$ cat config.mk
export PLATFORM = sky130hd
export DESIGN_NAME = hidden_cpu_sequencer
export DESIGN_NICKNAME = d
export VERILOG_FILES = /design/src/rtl/hidden_cpu_sequencer.sv
export SDC_FILE = /design/constraint.sdc
export NUM_CORES = 1
export LEC_CHECK = 0
export CAP_MARGIN = 20
export CORE_MARGIN = 3
export CORE_UTILIZATION = 50
export DETAILED_ROUTE_END_ITERATION = 6
export GPL_TIMING_DRIVEN = 0
export PLACE_DENSITY = 0.69
export RECOVER_POWER = 100
export SKIP_CTS_REPAIR_TIMING = 1
export SLEW_MARGIN = 10
export SYNTH_ARGS = -nofsm -noshare
export SYNTH_HDL_FRONTEND = slang
export SYNTH_SLANG_ARGS = --single-unit
export TNS_END_PERCENT = 30
$ cat constraint.sdc
create_clock -name clk -period 6.9 [get_ports clk]
set_input_delay 1.725 -clock clk [delete_from_list [all_inputs] [get_ports clk]]
set_output_delay 1.725 -clock clk [all_outputs]
set_load 0.005 [all_outputs]
$ cat src/rtl/hidden_cpu_sequencer.sv
// hidden_cpu_sequencer: program buffer and instruction streamer for the
// 8-bit hidden CPU core.
//
// A program is loaded byte by byte over load_valid/load_data/load_ready.
// On start, the CPU is held in reset (cpu_rst) for RST_CYCLES cycles.
// The stored program is then streamed on instr/instr_valid, one byte per cycle.
// A one-cycle done pulse marks normal completion. halt aborts a run.
// busy is high whenever the block is not idle. len is the stored program length.
//
// Ports: clk, rst_n (sync, active-low), load_valid, load_data[7:0], load_ready,
//        clear, start, repeats[3:0], halt, cpu_rst, instr[7:0], instr_valid,
//        busy, done, len[$clog2(DEPTH):0]
//
// Optional feature macro: HIDDEN_SEQ_LOOP_EN. When it is defined, repeats
// adds extra passes over the program. When it is undefined, every run is a
// single pass and the pass counter is not built.
module hidden_cpu_sequencer #(
  parameter int         DEPTH      = 16,
  parameter int         RST_CYCLES = 2,
  parameter logic [7:0] IDLE_INSTR = 8'h00
) (
  input  logic                   clk,
  input  logic                   rst_n,
  input  logic                   load_valid,
  input  logic [7:0]             load_data,
  output logic                   load_ready,
  input  logic                   clear,
  input  logic                   start,
  input  logic [3:0]             repeats,
  input  logic                   halt,
  output logic                   cpu_rst,
  output logic [7:0]             instr,
  output logic                   instr_valid,
  output logic                   busy,
  output logic                   done,
  output logic [$clog2(DEPTH):0] len
);
  localparam int AW = $clog2(DEPTH);
  localparam int LW = AW + 1;
  localparam int CW = $clog2(RST_CYCLES + 1);

  typedef enum logic [1:0] {IDLE, CRST, RUN, DONE} state_t;

  state_t          state, state_d;
  logic [7:0]      mem [DEPTH];
  logic [AW-1:0]   idx, idx_d;
  logic [LW-1:0]   len_d;
  logic [CW-1:0]   cnt, cnt_d;
  logic            cpu_rst_d, valid_d, done_d, busy_d;
  logic [7:0]      instr_d;
  logic            start_go, accept, more;

`ifdef HIDDEN_SEQ_LOOP_EN
  logic [3:0] pass, pass_d;
  assign more = (pass != 4'd0);
`else
  logic unused_repeats;
  assign unused_repeats = ^repeats;
  assign more = 1'b0;
`endif

  assign load_ready = (state == IDLE) && (len < LW'(DEPTH));
  // clear beats start, and an accepted start beats a same-cycle load
  assign start_go   = start && !clear && (len != '0);
  assign accept     = load_valid && load_ready && !clear && !start_go;

  // Store is not reset; writes are blocked while reset is asserted.
  always_ff @(posedge clk) begin
    if (rst_n && accept) mem[len[AW-1:0]] <= load_data;
  end

  // Outputs are computed one cycle ahead so every output leaves a flop.
  always_comb begin
    state_d   = state;
    idx_d     = idx;
    len_d     = len;
    cnt_d     = cnt;
    cpu_rst_d = cpu_rst;
    instr_d   = IDLE_INSTR;
    valid_d   = 1'b0;
    done_d    = 1'b0;
`ifdef HIDDEN_SEQ_LOOP_EN
    pass_d    = pass;
`endif
    case (state)
      IDLE: begin
        if (clear) begin
          len_d = '0;
        end else if (start_go) begin
          state_d   = CRST;
          cnt_d     = '0;
          idx_d     = '0;
          cpu_rst_d = 1'b1;
`ifdef HIDDEN_SEQ_LOOP_EN
          pass_d    = repeats;
`endif
        end else if (accept) begin
          len_d = len + LW'(1);
        end
      end
      CRST: begin
        if (halt) begin
          state_d   = IDLE;
          cpu_rst_d = 1'b1;
        end else if (cnt == CW'(RST_CYCLES - 1)) begin
          state_d   = RUN;
          cpu_rst_d = 1'b0;
          valid_d   = 1'b1;
          instr_d   = mem[0];
          idx_d     = '0;
        end else begin
          cnt_d = cnt + CW'(1);
        end
      end
      RUN: begin
        if (halt) begin
          state_d   = IDLE;
          cpu_rst_d = 1'b1;
        end else if (LW'(idx) == len - LW'(1)) begin
          // end of a pass: wrap with no bubble, or finish
          if (more) begin
            idx_d   = '0;
            valid_d = 1'b1;
            instr_d = mem[0];
`ifdef HIDDEN_SEQ_LOOP_EN
            pass_d  = pass - 4'd1;
`endif
          end else begin
            state_d = DONE;
            done_d  = 1'b1;
          end
        end else begin
          idx_d   = idx + AW'(1);
          valid_d = 1'b1;
          instr_d = mem[idx_d];
        end
      end
      DONE:    state_d = IDLE;
      default: state_d = IDLE;
    endcase
    busy_d = (state_d != IDLE);
  end

  always_ff @(posedge clk) begin
    if (!rst_n) begin
      state       <= IDLE;
      idx         <= '0;
      len         <= '0;
      cnt         <= '0;
      cpu_rst     <= 1'b1;
      instr       <= IDLE_INSTR;
      instr_valid <= 1'b0;
      done        <= 1'b0;
      busy        <= 1'b0;
`ifdef HIDDEN_SEQ_LOOP_EN
      pass        <= 4'd0;
`endif
    end else begin
      state       <= state_d;
      idx         <= idx_d;
      len         <= len_d;
      cnt         <= cnt_d;
      cpu_rst     <= cpu_rst_d;
      instr       <= instr_d;
      instr_valid <= valid_d;
      done        <= done_d;
      busy        <= busy_d;
`ifdef HIDDEN_SEQ_LOOP_EN
      pass        <= pass_d;
`endif
    end
  end
endmodule

==> report_table.html <==
<table>
<tr><th>Metric</th><th>Value</th></tr>
<tr><th colspan="2">Run status</th></tr>
<tr><td>Run status</td><td>finished clean</td></tr>
<tr><th colspan="2">Finish</th></tr>
<tr><td>Fraction of layout instances using a drive strength above 1</td><td>9.685%</td></tr>
<tr><td>Util after Layout</td><td>59.80%</td></tr>
<tr><td>Area growth, synth to finish</td><td>15.63%</td></tr>
<tr><td>Final standard cell count with taps included and fillers excluded</td><td>616</td></tr>
<tr><td>Layout Nets</td><td>462</td></tr>
<tr><td>Antenna diode instance count</td><td>0</td></tr>
<tr><td>Area of all placed cells without fillers</td><td>7607 sq um</td></tr>
<tr><th colspan="2">Logic synthesis</th></tr>
<tr><td>Main flop type after synthesis</td><td>edfxtp_1</td></tr>
<tr><td>Yosys top cell area share</td><td>58.43%</td></tr>
<tr><td>Dominant cell type by area after synthesis</td><td>edfxtp_1</td></tr>
<tr><td>Distinct cells, synth</td><td>53</td></tr>
<tr><td>Post-synthesis cell area</td><td>6579 sq um</td></tr>
<tr><td>Commonest cells in the synthesized netlist</td><td>edfxtp_1, mux4_1, dfxtp_1</td></tr>
<tr><td>Most frequent cell after synthesis</td><td>edfxtp_1</td></tr>
<tr><td>Synthesized-area fraction occupied by and/or/nand/nor cells</td><td>6.010%</td></tr>
<tr><td>Synth warn</td><td>0</td></tr>
<tr><td>Number of enable flip-flop cells after synthesis</td><td>128</td></tr>
<tr><td>Area share of xor/xnor cells in the synthesized design</td><td>1.179%</td></tr>
<tr><td>Post-Synth Adder-Cell Area</td><td>2.092%</td></tr>
<tr><td>Mean instance size in the synthesized netlist</td><td>17.22 sq um</td></tr>
<tr><td>Async S/R FF share, synth</td><td>0%</td></tr>
<tr><td>Compound-Gate Fraction of Synth Area</td><td>5.496%</td></tr>
<tr><td>#FFs+latches synth</td><td>153</td></tr>
<tr><td>Sequential share of the synthesized area</td><td>66.03%</td></tr>
<tr><td>Mux share of post-synthesis cell area</td><td>16.36%</td></tr>
<tr><td>Main combinational cell family by area after synthesis</td><td>multiplexers</td></tr>
<tr><td>Largest cells by area after synthesis</td><td>edfxtp_1, mux4_1, dfxtp_1</td></tr>
<tr><td>Post-synthesis cell count</td><td>382</td></tr>
<tr><td>Syn_nets</td><td>411</td></tr>
<tr><th colspan="2">Detailed routing</th></tr>
<tr><td>Detailed-route vias per instance</td><td>5.752</td></tr>
<tr><td>Antenna viol nets, final</td><td>0</td></tr>
<tr><td>Initial DRT Pass Iterations</td><td>4</td></tr>
<tr><td>DRC violations left</td><td>0</td></tr>
<tr><td>Vias after detailed routing</td><td>3543</td></tr>
<tr><td>Starting DRT DRC Count</td><td>355</td></tr>
<tr><td>WL per Instance</td><td>20.56 um</td></tr>
<tr><td>Total routed wirelength</td><td>12670 um</td></tr>
<tr><th colspan="2">Timing</th></tr>
<tr><td>Fraction of the cycle the final worst path needs</td><td>65.70%</td></tr>
<tr><td>RSZ-0062 raised after global routing</td><td>false</td></tr>
<tr><td>Number of endpoints failing setup at the final stage</td><td>0</td></tr>
<tr><td>Normalized max-slew margin</td><td>4.411%</td></tr>
<tr><td>Worst-margin pin slew</td><td>1423 ps</td></tr>
<tr><td>Number of max-slew violations in the final report</td><td>0</td></tr>
<tr><td>Worst clock skew</td><td>6.978 ps</td></tr>
<tr><td>Min Clock Period, post-route</td><td>4533 ps</td></tr>
<tr><td>Number of endpoints with negative hold slack in the final report</td><td>0</td></tr>
<tr><td>Max Fclk</td><td>220.6 MHz</td></tr>
<tr><td>Setup TNS</td><td>0 ps</td></tr>
<tr><th colspan="2">GRT</th></tr>
<tr><td>Overflow after GRT</td><td>0</td></tr>
<tr><td>Initial antenna violation count</td><td>0</td></tr>
<tr><td>Overall fraction of global-route tracks in use</td><td>18.80%</td></tr>
<tr><td>Fraction of met2 tracks used by global routing</td><td>27.80%</td></tr>
<tr><td>GR met3 Demand/Resource</td><td>4.303%</td></tr>
<tr><td>Number of global-route vias before repair</td><td>3435</td></tr>
<tr><td>First-pass GRT wire length</td><td>19760 um</td></tr>
<tr><td>Layer carrying the most global-route usage</td><td>met2</td></tr>
<tr><td>Met1 capacity usage during global routing</td><td>26.68%</td></tr>
<tr><td>Pin count of the biggest net entering global routing</td><td>17</td></tr>
<tr><th colspan="2">Worst setup path</th></tr>
<tr><td>Kind of critical path</td><td>in -&gt; reg</td></tr>
<tr><td>Critical Path Source Type</td><td>input port</td></tr>
<tr><td>Element type at the critical path end</td><td>flop</td></tr>
<tr><td>Arrival time of data at the critical path endpoint</td><td>4560 ps</td></tr>
<tr><td>Top fanout value on the critical path</td><td>8</td></tr>
<tr><td>Required time of the critical path</td><td>6930 ps</td></tr>
<tr><th colspan="2">CTS</th></tr>
<tr><td>Clock latency on the worst-skew pair</td><td>420 ps</td></tr>
<tr><td>Num CTS Buffers</td><td>17</td></tr>
<tr><td>CTS tree</td><td>built</td></tr>
<tr><td>Number of clock sinks seen by CTS</td><td>153</td></tr>
<tr><td>H-tree levels</td><td>4</td></tr>
<tr><td>Buffer levels on the longest clock path</td><td>2</td></tr>
<tr><td>Clock-pin slew reported for the worst setup and hold paths after clock tree synthesis</td><td>60 ps</td></tr>
<tr><td>CTS root buffer</td><td>clkbuf_16</td></tr>
<tr><th colspan="2">Floorplan</th></tr>
<tr><td>Die width</td><td>120.7 um</td></tr>
<tr><td>Std cell rows</td><td>41</td></tr>
<tr><td>I/O pins</td><td>36</td></tr>
<tr><td>Initial core utilization</td><td>51.71%</td></tr>
<tr><td>Core Box Area</td><td>12720 sq um</td></tr>
<tr><td>Die Area</td><td>14570 sq um</td></tr>
<tr><td>Vert. Die Dim</td><td>120.7 um</td></tr>
<tr><th colspan="2">Power</th></tr>
<tr><td>Fraction of power consumed by sequential logic</td><td>52.1%</td></tr>
<tr><td>Ratio of total power to cell area</td><td>253.4 nW/um^2</td></tr>
<tr><td>Fraction of power consumed by combinational cells</td><td>2.2%</td></tr>
<tr><td>Switch Pwr</td><td>0.3867 mW</td></tr>
<tr><td>Fraction of power consumed by the clock network</td><td>45.7%</td></tr>
<tr><td>Max IR drop VDD</td><td>0.1726 mV</td></tr>
<tr><td>Internal power consumption</td><td>1.541 mW</td></tr>
<tr><td>Total Power Consumption</td><td>1.928 mW</td></tr>
<tr><td>LEAKAGE</td><td>2.583 nW</td></tr>
<tr><td>Switch share</td><td>20.06%</td></tr>
<tr><th colspan="2">Job</th></tr>
<tr><td>Number of maximum-capacitance violations</td><td>0</td></tr>
<tr><th colspan="2">Place</th></tr>
<tr><td>Number of port buffers</td><td>29</td></tr>
<tr><td>Hpwl dp</td><td>8561 um</td></tr>
<tr><td>Placed inst area</td><td>7122 sq um</td></tr>
<tr><td>Placer's final routability congestion estimate</td><td>0.8336</td></tr>
<tr><td>Cells after DPL</td><td>586</td></tr>
<tr><th colspan="2">Worst hold path</th></tr>
<tr><td>Class of the worst hold path</td><td>reg -&gt; reg</td></tr>
</table>
-- path summary, 6_finish.rpt --
| check | start | end | slack, ps | cells past startpoint |
|---|---|---|---|---|
| setup reg to reg | len[0] | mem[0][3] | 2940 | 7 |
| hold / removal | mem[0][1] | instr[1] | 480 | 2 |
| setup / recovery | start | mem[0][3] | 2370 | 5 |
| hold reg to reg | mem[0][1] | instr[1] | 480 | 2 |
-- critical path, stage by stage --
cell and delay (ps):
dlygate4sd3_1 570, a2111oi_0 690, and2_0 310, nand2_1 160
nor3_1 1100
-- final cells by class --
type                            count  area (sq um)
Clock inverter                     13         131.4
Multi-Input combinational cell    190          2003
Sequential cell                   153          4344
Clock buffer                       17         425.4
Buffer                             15         96.34
Inverter                           24         90.09
Fill cell                         986          5115
Tap cell                          172         215.2
Timing Repair Buffer               32         301.5
-- flip-flops by register name, summed over array words and instances (netlist names) --
signal	flops
cpu_rst	1
state	2
instr	8
cnt	2
len	5
instr_valid	1
busy	1
idx	4
mem	128
done	1
-- per-layer routing --
layer | vias up | share of wire [%]
met5 | - | 0
met4 | 0 | 1.8
met3 | 19 | 5.7
met2 | 98 | 47
met1 | 1798 | 45
li1 | 1628 | -
-- stage by stage --
stage	hold WS [ps]	setup slack, ps
2_1_floorplan	434.6	3560
5_1_grt	504.9	2072
6_report	475.3	2367
4_1_cts	481.0	3219
3_3_place_gp	454.9	2347
3_5_place_dp	464.7	2757
-- placed cells by master, fill, tap and decap left out, types with 3 or more instances in the layout --
cell type      synthesis  routed
mux4_2                 4       4
o22ai_1                4       4
mux2i_1                4       4
nor2b_1                8       8
xor2_1                 4       4
nand2_1               19      22
clkbuf_16              0      17
o21ai_0               11      17
inv_1                 24      24
o211ai_1               5       5
clkbuf_1               8      11
clkinvlp_4             0       3
ha_1                  11      11
a21oi_1                5       6
clkinv_2               0       3
nor3_1                 5       6
dfxtp_1               25      25
dlygate4sd3_1          0      27
and2_0                 0       3
buf_6                  5       5
nand2b_1               6       6
mux4_1                36      36
nor2_1                18      18
edfxtp_1             128     128
nand3_1                5       5
xnor2_1                3       3
-- power by group through the flow --
stage / logic (mW) / registers, mW / clock network [mW]
4_1_cts: 0.0460 / 1.01 / 0.896
5_1_grt: 0.0461 / 1.01 / 0.928
3_5_place_dp: 0.0457 / 1.02 / 0
6_report: 0.0419 / 1.01 / 0.881
2_1_floorplan: 0.0211 / 1.02 / 0
3_3_place_gp: 0.0434 / 1.02 / 0
-- logic make-up after synthesis --
logic type / count (synthesis)
xor gates and xnor gates: 8
DFF: 153
muxes: 44
buffers and inverters: 39
adders and majority gates: 11
and+or+nand+nor: 76
AOI/OAI and AO/OA: 51
(Power assumes the default switching activity.)
